File: config.mk
export PLATFORM = sky130hd
export DESIGN_NAME = fetch_unit
export DESIGN_NICKNAME = d
export VERILOG_FILES = /design/src/rtl/fetch_unit_pkg.sv /design/src/rtl/fetch_unit_sync_fifo.sv /design/src/rtl/fetch_unit.sv
export SDC_FILE = /design/constraint.sdc
export NUM_CORES = 1
export LEC_CHECK = 0
export CORE_ASPECT_RATIO = 0.6
export CORE_UTILIZATION = 50
export DETAILED_ROUTE_END_ITERATION = 10
export PLACE_DENSITY = 0.76
export RECOVER_POWER = 25
export SETUP_SLACK_MARGIN = 0.1
export SLEW_MARGIN = 5
export SYNTH_ARGS = -nofsm -noshare
export SYNTH_HDL_FRONTEND = slang
export SYNTH_HIERARCHICAL = 1
export SYNTH_SLANG_ARGS = --single-unit
File: constraint.sdc
create_clock -name clk -period 11.5 [get_ports clk]
set_input_delay 2.3 -clock clk [delete_from_list [all_inputs] [get_ports clk]]
set_output_delay 2.3 -clock clk [all_outputs]
set_load 0.02 [all_outputs]
File: src/rtl/fetch_unit_pkg.sv
// Shared types and defaults for the instruction-fetch stage.
package fetch_unit_pkg;

  localparam int XLEN = 32;
  typedef logic [XLEN-1:0] word_t;

  localparam int    FETCH_ADDR_WIDTH = 10;
  localparam int    FETCH_QDEPTH     = 2;
  localparam int    FETCH_MAX_OUTST  = 2;
  localparam word_t PC_STEP          = 32'd4;

  // One decoded-side slot: the fetched word and the PC it came from.
  typedef struct packed {
    word_t instr;
    word_t pc;
  } fetch_entry_t;

  // Sequential PC advance; wraps modulo 2^32.
  function automatic word_t pc_next(input word_t pc);
    return pc + PC_STEP;
  endfunction

endpackage

File: src/rtl/fetch_unit_sync_fifo.sv
// Small synchronous FIFO with flush, simultaneous push/pop (also when full)
// and an occupancy count. Head is visible combinationally from storage.
module fetch_unit_sync_fifo #(
  parameter type T     = logic [31:0],
  parameter int  DEPTH = 2
) (
  input  logic                       clk,
  input  logic                       rst_n,
  input  logic                       flush,
  input  logic                       push,
  input  T                           push_data,
  input  logic                       pop,
  output T                           head,
  output logic [$clog2(DEPTH+1)-1:0] count,
  output logic                       empty,
  output logic                       full
);

  localparam int PW = (DEPTH > 1) ? $clog2(DEPTH) : 1;
  localparam int CW = $clog2(DEPTH+1);

  T                mem_q [DEPTH];
  T                mem_d [DEPTH];
  logic [PW-1:0]   wr_ptr_q, wr_ptr_d;
  logic [PW-1:0]   rd_ptr_q, rd_ptr_d;
  logic [CW-1:0]   count_q, count_d;
  logic            do_push, do_pop;

  function automatic logic [PW-1:0] ptr_inc(input logic [PW-1:0] p);
    return (p == PW'(DEPTH-1)) ? '0 : p + PW'(1);
  endfunction

  assign empty   = (count_q == '0);
  assign full    = (count_q == CW'(DEPTH));
  assign count   = count_q;
  assign head    = mem_q[rd_ptr_q];
  assign do_pop  = pop && !empty;
  // A push into a full FIFO is only legal when the head leaves in the same cycle.
  assign do_push = push && (!full || do_pop);

  // Next-state for storage, pointers and occupancy; flush wins over everything.
  always_comb begin
    mem_d    = mem_q;
    wr_ptr_d = wr_ptr_q;
    rd_ptr_d = rd_ptr_q;
    count_d  = count_q;
    if (flush) begin
      wr_ptr_d = '0;
      rd_ptr_d = '0;
      count_d  = '0;
    end else begin
      if (do_push) begin
        mem_d[wr_ptr_q] = push_data;
        wr_ptr_d        = ptr_inc(wr_ptr_q);
      end
      if (do_pop) begin
        rd_ptr_d = ptr_inc(rd_ptr_q);
      end
      count_d = count_q + CW'(do_push) - CW'(do_pop);
    end
  end

  // Pointer and count registers with synchronous active-low reset.
  always_ff @(posedge clk) begin
    if (!rst_n) begin
      wr_ptr_q <= '0;
      rd_ptr_q <= '0;
      count_q  <= '0;
    end else begin
      wr_ptr_q <= wr_ptr_d;
      rd_ptr_q <= rd_ptr_d;
      count_q  <= count_d;
    end
  end

  // Storage carries no reset; only slots covered by count are ever observed.
  always_ff @(posedge clk) begin
    mem_q <= mem_d;
  end

  // Upstream credit accounting must never overflow this FIFO.
  overflow_chk: assert property (@(posedge clk) disable iff (!rst_n)
    !(push && full && !pop && !flush));

endmodule

File: src/rtl/fetch_unit.sv
// Instruction-fetch stage: owns the PC, issues credit-limited word reads,
// tags them with their PC, buffers returned words and hands them to decode.
// Redirects flush buffered work and discard responses still in flight.
module fetch_unit
  import fetch_unit_pkg::*;
#(
  parameter word_t RESET_PC   = 32'h0000_0000,
  parameter int    QDEPTH     = FETCH_QDEPTH,
  parameter int    MAX_OUTST  = FETCH_MAX_OUTST,
  parameter int    ADDR_WIDTH = FETCH_ADDR_WIDTH
) (
  input  logic                  clk,
  input  logic                  rst_n,
  output logic                  imem_req_valid,
  input  logic                  imem_req_ready,
  output logic [ADDR_WIDTH-1:0] imem_req_addr,
  input  logic                  imem_rsp_valid,
  input  word_t                 imem_rsp_data,
  output logic                  dec_valid,
  input  logic                  dec_ready,
  output word_t                 dec_instr,
  output word_t                 dec_pc,
  output word_t                 dec_pc_plus4,
  input  logic                  redirect_valid,
  input  word_t                 redirect_pc,
  output logic                  fetch_fault
);

  localparam int FCW = $clog2(QDEPTH+1);
  localparam int OCW = $clog2(MAX_OUTST+1);
  localparam int SW  = FCW + 1;

  word_t          fetch_pc_q, fetch_pc_d;
  logic [OCW-1:0] outst_q, outst_d;
  logic [OCW-1:0] drop_cnt_q, drop_cnt_d;
  logic           fault_q, fault_d;

  logic           req_fire, rsp_accept, rsp_keep, dec_fire;
  logic [SW-1:0]  in_flight;

  fetch_entry_t   ififo_head, ififo_push_data;
  logic [FCW-1:0] ififo_count;
  logic           ififo_empty, ififo_full;
  word_t          tag_head;
  logic [OCW-1:0] tag_count;
  logic           tag_empty, tag_full;
  logic           unused_ok;

  // Issue gating: credits cover both buffered words and requests in flight.
  always_comb begin
    in_flight      = SW'(ififo_count) + SW'(outst_q);
    imem_req_valid = rst_n && !redirect_valid && !fault_q && (drop_cnt_q == '0) &&
                     (in_flight < SW'(QDEPTH)) && (outst_q < OCW'(MAX_OUTST));
  end

  assign imem_req_addr   = fetch_pc_q[ADDR_WIDTH+1:2];
  assign req_fire        = imem_req_valid && imem_req_ready;
  assign rsp_accept      = rst_n && imem_rsp_valid;
  assign rsp_keep        = rsp_accept && !redirect_valid && (drop_cnt_q == '0);
  assign dec_valid       = rst_n && !ififo_empty;
  assign dec_fire        = dec_valid && dec_ready;
  assign dec_instr       = ififo_head.instr;
  assign dec_pc          = ififo_head.pc;
  assign dec_pc_plus4    = pc_next(ififo_head.pc);
  assign fetch_fault     = fault_q;
  assign ififo_push_data = '{instr: imem_rsp_data, pc: tag_head};
  assign unused_ok       = ^{tag_count, tag_empty, tag_full, ififo_full};

  // Next PC, in-flight and drop counters, and fault flag; redirect has top priority.
  always_comb begin
    fetch_pc_d = fetch_pc_q;
    drop_cnt_d = drop_cnt_q;
    fault_d    = fault_q;
    outst_d    = outst_q + OCW'(req_fire) - OCW'(rsp_accept && (outst_q != '0));
    if (redirect_valid) begin
      // Everything still outstanding after this edge belongs to the old path.
      drop_cnt_d = outst_d;
      fetch_pc_d = redirect_pc;
      fault_d    = (redirect_pc[1:0] != 2'b00);
    end else begin
      if (rsp_accept && (drop_cnt_q != '0)) begin
        drop_cnt_d = drop_cnt_q - OCW'(1);
      end
      if (req_fire) begin
        fetch_pc_d = pc_next(fetch_pc_q);
      end
    end
  end

  // Fetch state registers with synchronous active-low reset.
  always_ff @(posedge clk) begin
    if (!rst_n) begin
      fetch_pc_q <= RESET_PC;
      outst_q    <= '0;
      drop_cnt_q <= '0;
      fault_q    <= 1'b0;
    end else begin
      fetch_pc_q <= fetch_pc_d;
      outst_q    <= outst_d;
      drop_cnt_q <= drop_cnt_d;
      fault_q    <= fault_d;
    end
  end

  fetch_unit_sync_fifo #(.T(word_t), .DEPTH(MAX_OUTST)) u_tag_fifo (
    .clk       (clk),
    .rst_n     (rst_n),
    .flush     (redirect_valid),
    .push      (req_fire),
    .push_data (fetch_pc_q),
    .pop       (rsp_keep),
    .head      (tag_head),
    .count     (tag_count),
    .empty     (tag_empty),
    .full      (tag_full)
  );

  fetch_unit_sync_fifo #(.T(fetch_entry_t), .DEPTH(QDEPTH)) u_instr_fifo (
    .clk       (clk),
    .rst_n     (rst_n),
    .flush     (redirect_valid),
    .push      (rsp_keep),
    .push_data (ififo_push_data),
    .pop       (dec_fire),
    .head      (ififo_head),
    .count     (ififo_count),
    .empty     (ififo_empty),
    .full      (ififo_full)
  );

endmodule

==> impl_metrics.json <==
{
  "die_x_um": 186,
  "p_leak_nw": 4.33,
  "track_usage_pct": 20.8,
  "syn_area_mm2": 0.0102,
  "finClkSkew_ps": 13.7,
  "grt_max_degree": 65,
  "layout_setup_ws_ps": 4530,
  "setup_violations": 0,
  "numCtsBuffers": 22,
  "synth_cells": 732,
  "place_hpwl_um": 14300,
  "io_buffers": 178,
  "antenna_found_initial": 0,
  "core-area_mm2": 0.0195,
  "cts_resized": 0,
  "worstReg2RegEnd": "u_tag_fifo/count[1]",
  "antennaDiodeCount": 0,
  "pin_count": 179,
  "relSlewSlack_pct": 21.4,
  "reg2reg_depth": 13,
  "cellPowerDensity_mw_per_mm2": 137,
  "ys_warn_count": 6,
  "r2r_start": "u_instr_fifo/count[0]",
  "final-hold-violation-count": 0,
  "cts_setup_buffers": 0,
  "startpoint_type": "input pin",
  "place.gp.congestion": 0.827,
  "rows": 39,
  "final_common_cell": "edfxtp_1",
  "dieArea_mm2": 0.0209,
  "cp-end-kind": "output pin",
  "synth_nets": 810,
  "switching_power_uw": 368,
  "cap_viol_max_count": 0,
  "clkPwrFrac_pct": 39.6,
  "die_h_um": 112,
  "drt_iter0_markers": 411,
  "via_per_inst": 5.39,
  "swShare_pct": 20.8,
  "drt_wl_total_um": 21500,
  "start_util_pct": 52.2,
  "numClockSinks": 237,
  "hp-class": "reg2reg",
  "status": "completed",
  "crit_arrival_ps": 4670,
  "cts_hold_buf": 0,
  "pre_cts_slack_ps": 4600,
  "drive_gt1_share_pct": 14.5,
  "comb_power_share_pct": 6.1,
  "fin_crit_sh_pct": 60.6,
  "syn_to_final_growth_pct": 26.4,
  "fmax_mhz": 143,
  "crit_path_end": "imem_req_valid",
  "postRouteAntennaNets": 0,
  "required_ps": 9200,
  "htreeDepth": 1,
  "final_cell_mix": "edfxtp_1, clkdlybuf4s50_1, mux2_2",
  "grt_pass1_vias": 6072,
  "clk_latency_ps": 500,
  "hold_slack_ps": 465,
  "drcViolationCount": 0,
  "tightestPinTransition_ps": 1180,
  "grt_pass1_wl_um": 33400,
  "cts_tree": "yes",
  "avgSynthCellArea_um2": 13.9,
  "clk_path_buf_depth": 3,
  "period_minus_slack_ps": 6970,
  "ir_worst_vdd_mv": 0.113,
  "routedWlPerCell_um": 18.1,
  "num_vias": 6394,
  "path_clk_slew_ps": 70,
  "dr.pass1.iters": 5,
  "fillers": 1375,
  "maxSlewViolCount": 0,
  "finalSetupTns_ps": 0,
  "cp-startpoint": "rst_n",
  "rsz0062_at_grt": "no",
  "worstPathMaxFanout": 38,
  "p_int_mw": 1.40,
  "grt_overflow": 0,
  "ctsRootBufferMaster": "clkbuf_16",
  "crit_type": "in2out",
  "p_seq_share_pct": 54.3,
  "ff2ff_setup_slack_ps": 7840,
  "num-nets-final": 983
}
-- state kept, by name (all words and copies together), names as in the netlist --
register / count
u_instr_fifo/rd_ptr_q: 1
u_tag_fifo/wr_ptr_q: 1
drop_cnt_q: 2
u_tag_fifo/mem_q: 64
fetch_pc_q: 32
u_instr_fifo/count: 2
u_instr_fifo/mem_q: 128
u_instr_fifo/wr_ptr_q: 1
u_tag_fifo/count: 2
outst_q: 2
u_tag_fifo/rd_ptr_q: 1
fetch_fault: 1
-- worst max-delay path, stage by stage --
cell	delay, ps
clkdlybuf4s50_1	450
buf_4	350
clkinv_1	430
nor4b_1	460
clkdlybuf4s50_1	680
-- metrics by stage --
stage / power (mW) / cells / cell area (um2) / utilization (%)
3_5_place_dp: 1.08 / 1147 / 12200 / 62.5
2_1_floorplan: 1.03 / 732 / 10200 / -
5_1_grt: 1.82 / 1186 / 12900 / 66.0
4_1_cts: 1.78 / 1186 / 12900 / 66.0
3_3_place_gp: 1.08 / 1147 / 12200 / 62.5
6_report: 1.76 / 1186 / 12900 / 66.0
-- worst min-delay path by stage --
stage	startpoint	to	slack, ps	depth (start not counted)
after global placement	fetch_pc_q[1]	u_tag_fifo/mem_q[1]	450	0
after CTS	fetch_pc_q[0]	u_tag_fifo/mem_q[0]	460	0
after detailed placement	fetch_pc_q[1]	u_tag_fifo/mem_q[33]	440	0
after global routing	fetch_pc_q[0]	u_tag_fifo/mem_q[0]	480	0
after floorplan	fetch_pc_q[0]	u_tag_fifo/mem_q[0]	420	0
final	fetch_pc_q[0]	u_tag_fifo/mem_q[32]	460	0
-- routing by layer --
| layer | part of all wire, % | up-vias | GRT usage [%] |
|---|---|---|---|
| met5 | 0 | - | 0 |
| met4 | 1.3 | 0 | 3.88 |
| met3 | 5.9 | 21 | 3.86 |
| met2 | 43 | 208 | 30.4 |
| met1 | 50 | 3067 | 32.4 |
| li1 | - | 3098 | - |
-- power by group through the flow --
| stage | logic, mW | clock network [mW] | registers, mW |
|---|---|---|---|
| after floorplan | 0.0554 | 0 | 0.971 |
| after global placement | 0.106 | 0 | 0.974 |
| after detailed placement | 0.108 | 0 | 0.975 |
| after CTS | 0.109 | 0.713 | 0.956 |
| after global routing | 0.117 | 0.747 | 0.958 |
| final | 0.107 | 0.699 | 0.957 |
-- cell type report --
type	instances	area, um2	area share [%]
Timing Repair Buffer	189	1860	14.5
Tap cell	266	333	2.59
Clock inverter	10	75.1	0.584
Inverter	16	60.1	0.467
Multi-Input combinational cell	439	3240	25.2
Clock buffer	29	618	4.81
Sequential cell	237	6670	51.9
Power figures use the tool's default switching activity.
